$ cat config.mk
export PLATFORM = sky130hd
export DESIGN_NAME = i2c_bus_arbiter
export DESIGN_NICKNAME = d
export VERILOG_FILES = /design/src/rtl/i2c_bus_arbiter.sv
export SDC_FILE = /design/constraint.sdc
export NUM_CORES = 1
export LEC_CHECK = 0
export ABC_AREA = 1
export BUFFER_PORTS_ARGS = -buffer_cell sky130_fd_sc_hd__buf_2
export CAP_MARGIN = 20
export CELL_PAD_IN_SITES_DETAIL_PLACEMENT = 1
export CELL_PAD_IN_SITES_GLOBAL_PLACEMENT = 1
export CORE_MARGIN = 1.5
export CORE_UTILIZATION = 39
export CTS_CLUSTER_DIAMETER = 150
export DETAILED_ROUTE_END_ITERATION = 8
export PLACE_DENSITY_LB_ADDON = 0.1
export SKIP_CTS_REPAIR_TIMING = 1
export SYNTH_ARGS = -nofsm -noshare
export SYNTH_HDL_FRONTEND = slang
export SYNTH_SLANG_ARGS = --single-unit
export TNS_END_PERCENT = 10
$ cat constraint.sdc
create_clock -name clk -period 7.1 [get_ports clk]
set_input_delay 2.13 -clock clk [delete_from_list [all_inputs] [get_ports clk]]
set_output_delay 2.13 -clock clk [all_outputs]
set_load 0.005 [all_outputs]
$ cat src/rtl/i2c_bus_arbiter.sv
// ---------------------------------------------------------------------------
// i2c_bus_arbiter
//
// Shares one I2C master between N_REQ independent requesters (0 = ALS sensor
// reader, 1 = display configuration, 2 = calibration EEPROM loader). Each
// request is one complete single-register transaction. Requests are granted
// round-robin. The winner's command fields are latched and presented to the
// master. Completion, read data and error status are routed back to the
// winner. A transaction that never completes is aborted after TIMEOUT_CYCLES.
//
// Ports
//   clk, rst          system clock, asynchronous active-high reset
//   req               per-requester request level
//   req_dev_addr      7-bit device address per requester (requester i at [7i+6:7i])
//   req_reg_addr      8-bit register address per requester
//   req_rw            per-requester direction, 1 = read
//   req_wdata         8-bit write data per requester
//   grant             one-hot owner of the transaction in flight
//   done              one-cycle completion pulse on the owner's bit
//   rdata, err        read data and NACK/timeout flag, valid with done
//   m_start           one-cycle command strobe to the master
//   m_dev_addr, m_reg_addr, m_rw, m_wdata
//                     latched command fields to the master
//   m_abort           one-cycle abort strobe to the master on timeout
//   m_busy            master busy (status only, not used for sequencing)
//   m_done            master completion pulse
//   m_ack_err         master NACK flag, valid with m_done
//   m_rdata           master read data, valid with m_done
//   busy              high whenever the arbiter is not idle
//
// Every output comes straight from a flop; there is no combinational path
// from any input to any output.
// ---------------------------------------------------------------------------
module i2c_bus_arbiter #(
    parameter int N_REQ          = 3,
    parameter int TIMEOUT_CYCLES = 2500000,
    parameter int TO_W           = 22
) (
    input  logic                 clk,
    input  logic                 rst,
    input  logic [N_REQ-1:0]     req,
    input  logic [7*N_REQ-1:0]   req_dev_addr,
    input  logic [8*N_REQ-1:0]   req_reg_addr,
    input  logic [N_REQ-1:0]     req_rw,
    input  logic [8*N_REQ-1:0]   req_wdata,
    output logic [N_REQ-1:0]     grant,
    output logic [N_REQ-1:0]     done,
    output logic [7:0]           rdata,
    output logic                 err,
    output logic                 m_start,
    output logic [6:0]           m_dev_addr,
    output logic [7:0]           m_reg_addr,
    output logic                 m_rw,
    output logic [7:0]           m_wdata,
    output logic                 m_abort,
    input  logic                 m_busy,
    input  logic                 m_done,
    input  logic                 m_ack_err,
    input  logic [7:0]           m_rdata,
    output logic                 busy
);

    localparam int PTR_W = (N_REQ > 1) ? $clog2(N_REQ) : 1;

    typedef enum logic [1:0] {
        IDLE,
        ISSUE,
        WAIT_DONE,
        COMPLETE
    } state_t;

    state_t             state_q, state_d;
    logic [PTR_W-1:0]   ptr_q, ptr_d;
    logic [PTR_W-1:0]   owner_q, owner_d;
    logic [TO_W-1:0]    to_cnt_q, to_cnt_d;
    logic [N_REQ-1:0]   grant_q, grant_d;
    logic [N_REQ-1:0]   done_q, done_d;
    logic [7:0]         rdata_q, rdata_d;
    logic               err_q, err_d;
    logic               m_start_q, m_start_d;
    logic               m_abort_q, m_abort_d;
    logic [6:0]         m_dev_addr_q, m_dev_addr_d;
    logic [7:0]         m_reg_addr_q, m_reg_addr_d;
    logic               m_rw_q, m_rw_d;
    logic [7:0]         m_wdata_q, m_wdata_d;
    logic               busy_q;

    logic [PTR_W-1:0]   scan_idx;
    logic [PTR_W-1:0]   win_idx;
    logic               timeout_hit;

    logic [6:0]         dev_arr   [N_REQ];
    logic [7:0]         reg_arr   [N_REQ];
    logic [7:0]         wdata_arr [N_REQ];

    // m_busy is informational only; sequencing relies on m_done and the timeout.
    logic               unused_m_busy;
    assign unused_m_busy = m_busy;

    for (genvar g = 0; g < N_REQ; g++) begin : g_unpack
        assign dev_arr[g]   = req_dev_addr[7*g +: 7];
        assign reg_arr[g]   = req_reg_addr[8*g +: 8];
        assign wdata_arr[g] = req_wdata[8*g +: 8];
    end

    // Round-robin search: scan offsets from the highest down to zero so the
    // last hit written is the requester closest at-or-after the pointer.
    always_comb begin
        win_idx  = '0;
        scan_idx = '0;
        for (int off = N_REQ - 1; off >= 0; off--) begin
            scan_idx = PTR_W'((int'(ptr_q) + off) % N_REQ);
            if (req[scan_idx]) begin
                win_idx = scan_idx;
            end
        end
    end

    // The counter is compared against TIMEOUT_CYCLES-2 because it is bumped on
    // the same edge that registers m_abort, so the visible count reads
    // TIMEOUT_CYCLES-1 exactly when the abort strobe appears, TIMEOUT_CYCLES
    // cycles after m_start.
    assign timeout_hit = (to_cnt_q == TO_W'(TIMEOUT_CYCLES - 2));

    // Next-state and registered-output logic. Strobes default low; everything
    // else holds unless the current state changes it.
    always_comb begin
        state_d      = state_q;
        ptr_d        = ptr_q;
        owner_d      = owner_q;
        to_cnt_d     = to_cnt_q;
        grant_d      = grant_q;
        done_d       = '0;
        rdata_d      = rdata_q;
        err_d        = err_q;
        m_start_d    = 1'b0;
        m_abort_d    = 1'b0;
        m_dev_addr_d = m_dev_addr_q;
        m_reg_addr_d = m_reg_addr_q;
        m_rw_d       = m_rw_q;
        m_wdata_d    = m_wdata_q;

        unique case (state_q)
            IDLE: begin
                if (|req) begin
                    owner_d      = win_idx;
                    grant_d      = N_REQ'(1) << win_idx;
                    m_dev_addr_d = dev_arr[win_idx];
                    m_reg_addr_d = reg_arr[win_idx];
                    m_rw_d       = req_rw[win_idx];
                    m_wdata_d    = wdata_arr[win_idx];
                    m_start_d    = 1'b1;
                    state_d      = ISSUE;
                end
            end
            ISSUE: begin
                to_cnt_d = '0;
                state_d  = WAIT_DONE;
            end
            WAIT_DONE: begin
                to_cnt_d = to_cnt_q + TO_W'(1);
                if (m_done) begin
                    rdata_d = m_rdata;
                    err_d   = m_ack_err;
                    done_d  = grant_q;
                    state_d = COMPLETE;
                end else if (timeout_hit) begin
                    rdata_d   = '0;
                    err_d     = 1'b1;
                    m_abort_d = 1'b1;
                    done_d    = grant_q;
                    state_d   = COMPLETE;
                end
            end
            COMPLETE: begin
                grant_d = '0;
                ptr_d   = (owner_q == PTR_W'(N_REQ - 1)) ? '0 : owner_q + PTR_W'(1);
                state_d = IDLE;
            end
            default: begin
                state_d = IDLE;
            end
        endcase
    end

    // State and output registers; busy is registered from the next state so it
    // tracks the state register without a decode after the flop.
    always_ff @(posedge clk or posedge rst) begin
        if (rst) begin
            state_q      <= IDLE;
            ptr_q        <= '0;
            owner_q      <= '0;
            to_cnt_q     <= '0;
            grant_q      <= '0;
            done_q       <= '0;
            rdata_q      <= '0;
            err_q        <= 1'b0;
            m_start_q    <= 1'b0;
            m_abort_q    <= 1'b0;
            m_dev_addr_q <= '0;
            m_reg_addr_q <= '0;
            m_rw_q       <= 1'b0;
            m_wdata_q    <= '0;
            busy_q       <= 1'b0;
        end else begin
            state_q      <= state_d;
            ptr_q        <= ptr_d;
            owner_q      <= owner_d;
            to_cnt_q     <= to_cnt_d;
            grant_q      <= grant_d;
            done_q       <= done_d;
            rdata_q      <= rdata_d;
            err_q        <= err_d;
            m_start_q    <= m_start_d;
            m_abort_q    <= m_abort_d;
            m_dev_addr_q <= m_dev_addr_d;
            m_reg_addr_q <= m_reg_addr_d;
            m_rw_q       <= m_rw_d;
            m_wdata_q    <= m_wdata_d;
            busy_q       <= (state_d != IDLE);
        end
    end

    assign grant      = grant_q;
    assign done       = done_q;
    assign rdata      = rdata_q;
    assign err        = err_q;
    assign m_start    = m_start_q;
    assign m_abort    = m_abort_q;
    assign m_dev_addr = m_dev_addr_q;
    assign m_reg_addr = m_reg_addr_q;
    assign m_rw       = m_rw_q;
    assign m_wdata    = m_wdata_q;
    assign busy       = busy_q;

endmodule
---- Word level (Yosys, flattened, before mapping) ----
Cells that the tools add are included.
storage, ports and cells
  output and inout port bits .............. 42
  word-level logic and storage cells ...... 84
  register bits after elaboration ......... 70
  input bits .............................. 88
operators by class
  multiplexer cells ....................... 40
  bitwise gates (word level) .............. 1
  div/mod/pow operators ................... 3
  reductions and logical operators ........ 9
  $lt $le $gt $ge ......................... 5
  shift-type cells ........................ 1
  eq/ne operators ......................... 6
  add/sub/neg operators ................... 4
operators with widths
  cell                     count
  $mod A32 B3 Y32 const B  2
  $mux W8                  6
  $pmux W22 S2             1
  $bmux W8 S2              2
  $mod A3 B3 Y32 const B   1
  $add A22 B1 Y22 const B  1
  $eq A22 B22 Y1 const B   1
  $bmux W7 S2              1
  $mux W2                  7
  $mux W7                  2
  $lt A2 B3 Y1 const B     4
  $mux W3                  4
  $mux W1                  11
  $bmux W1 S2              4
  $pmux W2 S4              1
  $reduce_bool A2 Y1       4
  $eq A2 B2 Y1 const B     3
  $pmux W3 S2              1
  $reduce_and A2 Y1        3
  $add A2 B1 Y3 const B    1
  $add A2 B2 Y3 const B    1
  $ge A3 B3 Y1 const B     1
  $not A2 Y3               1
  $reduce_or A3 Y1         1
  other kinds (5)          5

---- Depth between registers and ports, before layout ----
  depth in word-level cells ............... 11
  mapped depth ............................ 14
  gate-level depth less buffers ........... 13

---- Worst setup path after synthesis ----
No wires, ideal clock.
  kind .................................... input-to-reg
  from .................................... input req[2]
  to ...................................... register m_reg_addr_q[4] (netlist: m_reg_addr[4])
  arrival ................................. 3,073 ps
  setup slack ............................. 3,914 ps
  stages .................................. 8
  required time ........................... 6,987 ps
  buffers on the path ..................... 1
  library setup time ...................... 113 ps
  cell sequence ........................... nor3_1 > inv_1 > nand2_1 > inv_2 > buf_2 > or2_2 > nand2_1 > inv_1
on the way
  word-level cells in the longest chain between the ends .. 9
  elaborated cells on any way between the ends .. 15
  those cells by class .................... mux (12); bitwise (1); reduce/logical (2)
ends and longest elaborated chain
  element                                     RTL line  text
  start: declaration                          41        input logic [N_REQ-1:0] req,
  $bmux W1 S2                                 113       if (req[scan_idx]) begin
  $mux W1 (not written as such)               113
  $mux W2 (3 in a row)                        113
  $not A2 Y3 (not written as such)            149       m_reg_addr_d = reg_arr[win_idx];
  $bmux W8 S2                                 149
  $mux W8 (not written as such) (2 in a row)  149
  end signal: assignment                      217       m_reg_addr_q <= m_reg_addr_d;
  end: declaration                            83        logic [7:0] m_reg_addr_q, m_reg_addr_d;
Several ways; a longest one is shown, not always the timed one. The select of a mux whose other input is x is not followed.
A chain may end at the register's enable or synchronous reset.

---- Worst setup path after layout ----
  from .................................... input req[1]
  to ...................................... register m_wdata_q[0] (netlist: m_wdata[0])
on the way
  word-level cells in the longest chain between the ends .. 9
  elaborated cells on any way between the ends .. 15
  those cells by class .................... mux (12); bitwise (1); reduce/logical (2)
ends and longest elaborated chain
  element                                     RTL line  text
  $bmux W1 S2                                 113
  $mux W1 (not written as such)               113
  $mux W2 (3 in a row)                        113
  $not A2 Y3 (not written as such)            151       m_wdata_d = wdata_arr[win_idx];
  $bmux W8 S2                                 151
  $mux W8 (not written as such) (2 in a row)  151
  end signal: assignment                      219       m_wdata_q <= m_wdata_d;
  end: declaration                            85        logic [7:0] m_wdata_q, m_wdata_d;
Several ways; a longest one is shown, not always the timed one. The select of a mux whose other input is x is not followed.

==> flow_summary.toml <==
[grt]
first_global_vias = 4373
antenna_found_initial = 0
grt_pass1_wl_mm = 20.3
grt_max_degree = 71
grt_usage = 0.226
grt_overflow = 0

[clocking]
clk_path_buf_depth = 2
path_clk_slew_ps = 80
insertion_delay_ps = 360
cts_tree = "built"
cts-buffers-inserted = 9
cts_root_buf = "clkbuf_8"
clock-sinks = 70
htreeDepth = 3

[critical_path]
criticalPathCategory = "input port to flop"
worstPathRequired_ps = 7380
cp-end-kind = "flop"
critPathLaunchType = "input port"
path_max_fanout = 26
cp.arrival_ps = 3830

[layout]
drive_gt1_frac = 0.241
nNetsFinal = 795
syn2layout_area_growth_pct = 22.4
antennaDiodeCount = 0
final_area_um2 = 5050
fillers = 1393

[sta]
slew_violations = 0
slew_headroom = 0.398
fin_worst_skew_ps = 16.4
worst_pin_slew_ps = 903
hold_viol = 0
fin_crit_ps = 3560
fin_setup_tns_ps = 0
clock.fmax_mhz = 281
grt_setup_unrepaired = "no"
setup_viol = 0
min_period_over_period = 0.501
finalWorstSetupSlack_ps = 3540

[route]
vias = 4177
drcViolationCount = 0
first_iter_violations = 170
wl_mm = 12.0
wl_per_cell_um = 14.3
via_per_inst = 4.97
firstDrtPassIters = 4
ant_nets = 0

[outcome]
status = "completed"

[placed_design]
pre_cts_ws_ps = 3190
portBuffers = 128
place_congestion = 0.939
dp_hpwl_mm = 8.71
postPlaceCellArea_um2 = 4830

[floorplanning]
ioPinCount = 130
rows = 37
coreArea_um2 = 10300
die_x_um = 106
die_h_um = 106
start_util = 0.401
dieArea_um2 = 11200

[synthesis]
ys_warn_count = 0
synth_cell_type_count = 26
synth_area_um2 = 4120
async_reset_ff_frac = 1.00
synth_edf_count = 0
synth_nets = 675
avgSynthCellArea_um2 = 7.12
ys_seq_area_frac = 0.425
syn-instance-count = 579
synth-main-ff-cell = "dfrtp_1"
synth_seq_cells = 70

[job]
max-cap-violations = 0

[power]
p_leak_nw = 2.72
p_per_area_nw_per_um2 = 405
p_total_mw = 2.04
peakVddDrop_uv = 169

[worst_hold_path]
hold_class = "flop to flop"
where the power goes:
group          switching, mW  internal [mW]  total [mW]  leakage [nW]
Clock                  0.163          0.199       0.362        0.0998
Sequential            0.0607          0.530       0.590         0.879
Combinational          0.721          0.369        1.09          1.74
Total                  0.944           1.10        2.04          2.72
stage by stage:
step	hold WS, ps	cells	utilization
2_1_floorplan	434	579	-
3_3_place_gp	438	824	0.470
3_5_place_dp	455	824	0.470
4_1_cts	467	840	0.491
5_1_grt	476	840	0.491
6_report	462	840	0.491
flip-flops by register name, summed over array words and instances, names as in the netlist, 2 cells and up:
name,cells
done,3
grant,3
m_dev_addr,7
m_reg_addr,8
m_wdata,8
owner_q,2
ptr_q,2
rdata,8
state_q,2
to_cnt_q,22
critical path, stage by stage:
cell and delay, ps:
buf_2 160, nand3_1 620, nand2_4 590, nand2_1 110, nand2_1 80, nor2_1 40
nor2_1 100
cell usage in the layout, fill, tap and decap left out, types with 3 or more instances in the layout:
master / n
a21oi_1: 15
buf_2: 128
clkbuf_8: 9
dfrtp_1: 70
ha_1: 8
inv_1: 87
inv_2: 5
nand2_1: 133
nand3_1: 87
nand4_1: 22
nor2_1: 69
nor3_1: 11
o21a_1: 3
o21ai_0: 15
o22ai_1: 5
or2_0: 4
or2_2: 14
layer usage:
metal	vias up	GRT usage	wire length (um)
met5	-	0	0
met4	0	0.0801	235
met3	18	0.0291	421
met2	79	0.402	6050
met1	2005	0.281	5290
li1	2075	-	-
cell families after synthesis:
logic type	share of synthesized area
AO/OA/AOI/OAI	0.0516
flip-flops	0.425
XOR/XNOR	0.00213
adder cells (fa/ha/maj)	0.0243
buffers and inverters	0.110
AND/OR/NAND/NOR	0.387
cell usage after synthesis (2+ instances only):
master      n  share of area
nand2_1   133           0.12
inv_1      88          0.080
nand3_1    87           0.11
dfrtp_1    70           0.43
nor2_1     69          0.063
nand4_1    22          0.033
a21oi_1    15          0.018
o21ai_0    15          0.018
or2_2      14          0.021
nor3_1     11          0.013
buf_2       9          0.011
ha_1        8          0.024
clkbuf_1    7         0.0064
o22ai_1     5         0.0076
inv_2       4         0.0036
or2_0       4         0.0061
o21a_1      3         0.0055
buf_4       2         0.0036
buf_6       2         0.0055
nand2_2     2         0.0030
nand2_4     2         0.0055
nand3_4     2         0.0085
nor4_1      2         0.0030
worst paths after layout:
kind | endpoint | from | slack, ps | cells after the start
setup reg to reg | m_wdata[0]$_DFFE_PP0P_ | ptr_q[0]$_DFFE_PP0P_ | 4630 | 12
hold / removal | ptr_q[0]$_DFFE_PP0P_ | owner_q[0]$_DFFE_PP0P_ | 460 | 1
min in group asynchronous | m_abort$_DFF_PP0_ | rst | 2040 | 3
max in group asynchronous | to_cnt_q[3]$_DFFE_PP0P_ | rst | 4460 | 3
setup / recovery | m_wdata[0]$_DFFE_PP0P_ | req[1] | 3540 | 7
hold reg to reg | ptr_q[0]$_DFFE_PP0P_ | owner_q[0]$_DFFE_PP0P_ | 460 | 1
cell type report:
type / instances / area, um2 / area share
Inverter: 92 / 345 / 0.0684
Sequential cell: 70 / 1750 / 0.347
Clock inverter: 5 / 83.8 / 0.0166
Multi-Input combinational cell: 397 / 1920 / 0.380
Tap cell: 136 / 170 / 0.0337
Clock buffer: 11 / 131 / 0.0260
Timing Repair Buffer: 129 / 648 / 0.128
Power figures use the tool's default switching activity.
